--- src/rtl/mem_port_arbiter.sv ---
// mem_port_arbiter
//   Shares the single-port unified instruction/data memory between the core's
//   control path (CPU) and a DMA/debug requester. One access at a time is
//   sequenced IDLE -> ISSUE -> (WAIT for reads) -> DONE, and the requester gets
//   a one-cycle ack. The CPU wins ties unless it has already won MAX_STALL
//   consecutive ties against a waiting DMA request.
//
// Ports
//   clk, rst                       clock, synchronous active-high reset
//   cpu_req_i/we_i/addr_i/wdata_i  CPU request, held until cpu_ack_o
//   cpu_ack_o, cpu_rdata_o         CPU completion pulse, read data (held)
//   cpu_stall_o                    freezes the CPU control FSM while pending
//   dma_req_i/we_i/addr_i/wdata_i  DMA request, held until dma_ack_o
//   dma_ack_o, dma_rdata_o         DMA completion pulse, read data (held)
//   mem_en_o/we_o/addr_o/wdata_o   memory strobe, one cycle per transaction
//   mem_rdata_i                    memory read data, valid MEM_LAT cycles after mem_en_o
module mem_port_arbiter #(
    parameter int AW        = 8,
    parameter int DW        = 32,
    parameter int MEM_LAT   = 2,
    parameter int MAX_STALL = 4
) (
    input  logic          clk,
    input  logic          rst,
    input  logic          cpu_req_i,
    input  logic          cpu_we_i,
    input  logic [AW-1:0] cpu_addr_i,
    input  logic [DW-1:0] cpu_wdata_i,
    output logic          cpu_ack_o,
    output logic [DW-1:0] cpu_rdata_o,
    output logic          cpu_stall_o,
    input  logic          dma_req_i,
    input  logic          dma_we_i,
    input  logic [AW-1:0] dma_addr_i,
    input  logic [DW-1:0] dma_wdata_i,
    output logic          dma_ack_o,
    output logic [DW-1:0] dma_rdata_o,
    output logic          mem_en_o,
    output logic          mem_we_o,
    output logic [AW-1:0] mem_addr_o,
    output logic [DW-1:0] mem_wdata_o,
    input  logic [DW-1:0] mem_rdata_i
);

    localparam int CW = (MEM_LAT > 1) ? $clog2(MEM_LAT) : 1;
    localparam int SW = (MAX_STALL > 0) ? $clog2(MAX_STALL + 1) : 1;
    localparam logic [CW-1:0] LAT_LAST  = CW'(MEM_LAT - 1);
    localparam logic [SW-1:0] STALL_MAX = SW'(MAX_STALL);

    localparam logic [1:0] S_IDLE  = 2'd0;
    localparam logic [1:0] S_ISSUE = 2'd1;
    localparam logic [1:0] S_WAIT  = 2'd2;
    localparam logic [1:0] S_DONE  = 2'd3;

    logic [1:0]    state_q, state_d;
    logic          owner_q, owner_d;      // 1 = DMA owns the current access
    logic          we_q, we_d;
    logic [AW-1:0] addr_q, addr_d;
    logic [DW-1:0] wdata_q, wdata_d;
    logic [CW-1:0] wcnt_q, wcnt_d;
    logic [SW-1:0] starve_q, starve_d;
    logic [DW-1:0] cpu_rdata_q, cpu_rdata_d;
    logic [DW-1:0] dma_rdata_q, dma_rdata_d;

    logic any_req, dma_win;
    assign any_req = cpu_req_i | dma_req_i;
    // With MAX_STALL=0 the counter is stuck at 0 == STALL_MAX, so DMA wins every tie.
    assign dma_win = dma_req_i & (~cpu_req_i | (starve_q == STALL_MAX));

    always_comb begin
        state_d     = state_q;
        owner_d     = owner_q;
        we_d        = we_q;
        addr_d      = addr_q;
        wdata_d     = wdata_q;
        wcnt_d      = wcnt_q;
        starve_d    = starve_q;
        cpu_rdata_d = cpu_rdata_q;
        dma_rdata_d = dma_rdata_q;
        case (state_q)
            S_IDLE: begin
                if (any_req) begin
                    state_d = S_ISSUE;
                    owner_d = dma_win;
                    we_d    = dma_win ? dma_we_i    : cpu_we_i;
                    addr_d  = dma_win ? dma_addr_i  : cpu_addr_i;
                    wdata_d = dma_win ? dma_wdata_i : cpu_wdata_i;
                end
                // Only a CPU win over a waiting DMA request counts toward starvation.
                if (!dma_req_i || dma_win)
                    starve_d = '0;
                else if (starve_q != STALL_MAX)
                    starve_d = starve_q + 1'b1;
            end
            S_ISSUE: begin
                state_d = we_q ? S_DONE : S_WAIT;
                wcnt_d  = '0;
            end
            S_WAIT: begin
                if (wcnt_q == LAT_LAST) begin
                    state_d = S_DONE;
                    if (owner_q) dma_rdata_d = mem_rdata_i;
                    else         cpu_rdata_d = mem_rdata_i;
                end else begin
                    wcnt_d = wcnt_q + 1'b1;
                end
            end
            S_DONE:  state_d = S_IDLE;
            default: state_d = S_IDLE;
        endcase
    end

    always_ff @(posedge clk) begin
        if (rst) begin
            state_q     <= S_IDLE;
            owner_q     <= 1'b0;
            we_q        <= 1'b0;
            addr_q      <= '0;
            wdata_q     <= '0;
            wcnt_q      <= '0;
            starve_q    <= '0;
            cpu_rdata_q <= '0;
            dma_rdata_q <= '0;
        end else begin
            state_q     <= state_d;
            owner_q     <= owner_d;
            we_q        <= we_d;
            addr_q      <= addr_d;
            wdata_q     <= wdata_d;
            wcnt_q      <= wcnt_d;
            starve_q    <= starve_d;
            cpu_rdata_q <= cpu_rdata_d;
            dma_rdata_q <= dma_rdata_d;
        end
    end

    assign mem_en_o    = (state_q == S_ISSUE);
    assign mem_we_o    = mem_en_o & we_q;
    assign mem_addr_o  = mem_en_o ? addr_q  : '0;
    assign mem_wdata_o = mem_en_o ? wdata_q : '0;

    assign cpu_ack_o   = (state_q == S_DONE) & ~owner_q;
    assign dma_ack_o   = (state_q == S_DONE) &  owner_q;
    assign cpu_rdata_o = cpu_rdata_q;
    assign dma_rdata_o = dma_rdata_q;
    assign cpu_stall_o = cpu_req_i & ~cpu_ack_o;

endmodule

--- config.mk ---
export PLATFORM = sky130hd
export DESIGN_NAME = mem_port_arbiter
export DESIGN_NICKNAME = d
export VERILOG_FILES = /design/src/rtl/mem_port_arbiter.sv
export SDC_FILE = /design/constraint.sdc
export NUM_CORES = 1
export LEC_CHECK = 0
export BUFFER_PORTS_ARGS = -buffer_cell sky130_fd_sc_hd__buf_2
export CORE_AREA = 3 3 111 113
export CTS_CLUSTER_DIAMETER = 80
export DETAILED_ROUTE_END_ITERATION = 8
export DIE_AREA = 0 0 114 116
export PLACE_DENSITY_LB_ADDON = 0.12
export SYNTH_ARGS = -nofsm -noshare
export SYNTH_HDL_FRONTEND = slang
export SYNTH_SLANG_ARGS = --single-unit
--- constraint.sdc ---
create_clock -name clk -period 1.6 [get_ports clk]
set_input_delay 0.16 -clock clk [delete_from_list [all_inputs] [get_ports clk]]
set_output_delay 0.16 -clock clk [all_outputs]
set_load 0.1 [all_outputs]
==> impl_metrics.yaml <==
sta:
  finalHoldViolCount: 0
  timing_worst_slew_pin_value_ns: 0.7082
  rsz0062_at_grt: "true"
  fin_ws_ns: -0.08844
  fmaxAchievable_mhz: 592.3
  max_slew_margin_pct: 52.79
  fin_crit_sh_pct: 105.5
  maxSlewViolCount: 0
  setup_violations: 41
  skew_ns: 0.006893
  fin_crit_ns: 1.688
  holdWs_ns: 0.06010
cells_and_area:
  final_util_pct: 64.42
  fin_cells: 964
  nets: 941
  fillers: 944
  area_delta_synth_final_pct: 53.10
  antenna_cells: 0
  fin_area_um2: 7356
  drive_above_1_share_pct: 40.19
critical_path:
  worst-path-buf-inv: 3
  path_common_cell: "buf_12"
  r2r_end: "state_q[0]$_SDFFE_PP0P_"
  worst_setup_path_end_kind: "output port"
  r2r_start: "state_q[0]$_SDFFE_PP0P_"
  worst-r2r-setup-slack_ns: -0.01
  cp-start-kind: "flop"
  crit_slowest_cell: "dfxtp_2"
  crit_fanout: 21
  critPathTopFamily: "buffers and inverters"
  slowest_delay_ns: 0.33
  critPathRequiredTime_ns: 1.44
  path_class: "flop to output port"
  worstPathCellList: "buf_6, ha_4, buf_12, and2_2, buf_12"
  worstPathArrival_ns: 1.53
  rr_worst_depth: 6
route:
  antenna_left: 0
  viasPerCell: 5.313
  vias: 5122
  dr.pass1.iters: 5
  drc: 0
  drt_iter0_markers: 424
  wl_um: 16100
  wire_per_inst_um: 16.70
run_status:
  violations: "setup timing"
  status: "complete, but fails checks"
logic_synthesis:
  netlist_instances: 611
  synth_top_flop_cell: "dfxtp_1"
  yosysUniqueCellTypes: 36
  syn-cell-area_um2: 4805
  synth_top_area_share_pct: 46.67
  ys_ff_latch: 112
  synth_area_per_cell_um2: 7.864
  synth-edff-count: 0
  syn-num-nets: 736
  synth_warnings: 0
  async_flop_share_pct: 0
  ys_top_cells_by_area: "dfxtp_1, nand2_1, o21ai_0"
  yosys.area.top_type: "dfxtp_1"
  ys_seq_area_share_pct: 46.67
clock_tree:
  clk_pin_slew_ns: 0.08
  htree_levels: 3
  clk_latency_ns: 0.34
  clk_path_buf_depth: 2
  cts_made_buffers: 9
  cts_root_buf: "clkbuf_16"
  cts_tree: "done"
  clkSinkCount: 112
placement:
  placed_area_um2: 6800
  placed_cells: 939
  place.gp.congestion: 0.7864
  port_buffers: 226
  hpwl_um: 10300
die:
  dieArea_um2: 13220
  core_um2: 11420
  rows: 39
  dieHeight_um: 116
  ioPinCount: 227
  die_x_um: 114
  start_util_pct: 42.08
global_routing:
  grt_usage_pct: 22.31
  antenna_found_initial: 0
  grt_start_max_net_pins: 70
  grt_pass1_wl_um: 23880
  grt.overflow.total: 0
  grt_pass1_vias: 4867
power_and_ir_drop:
  ir_drop_mv: 0.9105
  p_per_area_nw_per_um2: 1434
  power_leakage_nw: 3.105
hold_path:
  hold_end: "dma_rdata_o[12]$_SDFFE_PP0P_"
  min_path_cells: 3
  hold_start: "mem_rdata_i[12]"
  hold_path_class: "input pin to flop"
flow_run:
  drv_cap: 0
-- worst register-to-register path, stage by stage, from the launching register on --
cell and delay, ns:
dfxtp_2 0.34, buf_4 0.11, inv_2 0.05, ha_2 0.20
nor3b_2 0.18, o41a_1 0.40, o211a_1 0.23
-- cell type report --
| cell class | count | area (um^2) | share of cell area, % |
|---|---|---|---|
| multi-input cells | 436 | 2397 | 32.59 |
| flip-flops and latches | 112 | 2250 | 30.58 |
| repair buffers | 251 | 2226 | 30.26 |
| clock buffers | 9 | 225.2 | 3.062 |
| well taps | 143 | 178.9 | 2.432 |
| clock inverters | 7 | 53.80 | 0.7314 |
| inverters | 6 | 25.02 | 0.3402 |
-- per-stage QoR --
step                      setup TNS [ns]  power, mW  worst slack (ns)
after floorplan                   -1.337      6.419          -0.03342
after global placement                 0      7.937            0.1390
after detailed placement               0      8.012           0.04865
after CTS                         -3.715      10.40          -0.09657
after global routing              -6.899      11.02           -0.1307
final                             -2.604      10.55          -0.08844
-- cell usage after synthesis (2+ instances only) --
master	count
inv_1	5
mux2i_1	2
nor2b_1	3
ha_1	7
o21a_1	3
nand2_1	129
buf_4	4
a31oi_1	41
a21oi_1	64
nor3_1	3
and2_1	42
o21ai_0	77
nand3_1	42
buf_6	3
dfxtp_1	112
o21ai_1	7
buf_2	22
clkbuf_1	25
nor2_1	2
clkbuf_2	2
-- routing by layer --
metal  GRT usage [%]  wire, um  vias up
met3           6.110      1360       15
li1                -         -     2501
met4           7.126       212        0
met2           38.21      8017      203
met1           27.30      6506     2403
met5               0         0        -
-- cell usage in the layout (no fill, tap or decap), drive strengths merged --
master	netlist	routed
mux2i	2	2
a21bo	1	1
buf	30	246
and2	42	42
xor2	1	1
clkbuf	27	14
and3	1	1
a21oi	64	64
a21boi	2	2
nand3	42	42
clkinv	0	4
nor2	2	2
o21a	3	3
a31oi	41	41
nand3b	1	1
o211a	1	1
xnor2	1	1
or2	1	1
nor3b	2	2
inv	6	9
nand2	129	129
ha	7	7
a32oi	1	1
nor3	3	3
nor2b	3	3
o21ai	84	84
dfxtp	112	112
o41a	1	1
and3b	1	1
-- state kept, by name, indices dropped and copies added (netlist names) --
name	cells
cpu_rdata_o	32
dma_rdata_o	32
wdata_q	32
addr_q	8
starve_q	3
state_q	2
owner_q	1
wcnt_q	1
we_q	1
-- cell families after synthesis --
family,after synthesis,synth area share (%)
buffers and inverters,63,6.328
and+or+nand+nor,227,21.80
muxes,2,0.4167
adders and majority gates,7,1.823
xor gates and xnor gates,2,0.3646
AOI/OAI and AO/OA,198,22.60
DFF,112,46.67
-- worst max-delay path by stage --
stage,start,slack [ns],cells after the start,end
floorplan,state_q[1]$_SDFFE_PP0P_,-0.03,4,mem_addr_o[0]
global placement,state_q[0]$_SDFFE_PP0P_,0.14,5,state_q[0]$_SDFFE_PP0P_
detailed placement,state_q[0]$_SDFFE_PP0P_,0.05,7,cpu_rdata_o[1]$_SDFFE_PP0P_
CTS,state_q[0]$_SDFFE_PP0P_,-0.1,5,mem_wdata_o[8]
global route,state_q[0]$_SDFFE_PP0P_,-0.13,5,mem_wdata_o[24]
finish,state_q[0]$_SDFFE_PP0P_,-0.09,5,mem_wdata_o[24]
-- where the power goes --
part / switching, mW / internal, mW
Sequential: 0.212 / 3.19
Combinational: 3.08 / 1.92
Clock: 1.07 / 1.08
Total: 4.35 / 6.19
-- what timing repair did --
action,4_1_cts,5_1_grt
setup buffers,1,1
endpoints found under the setup margin,41,151
pin swaps,1,5
hold buffers,0,0
resized for setup,25,19
cloned,1,6
(Power assumes the default switching activity.)
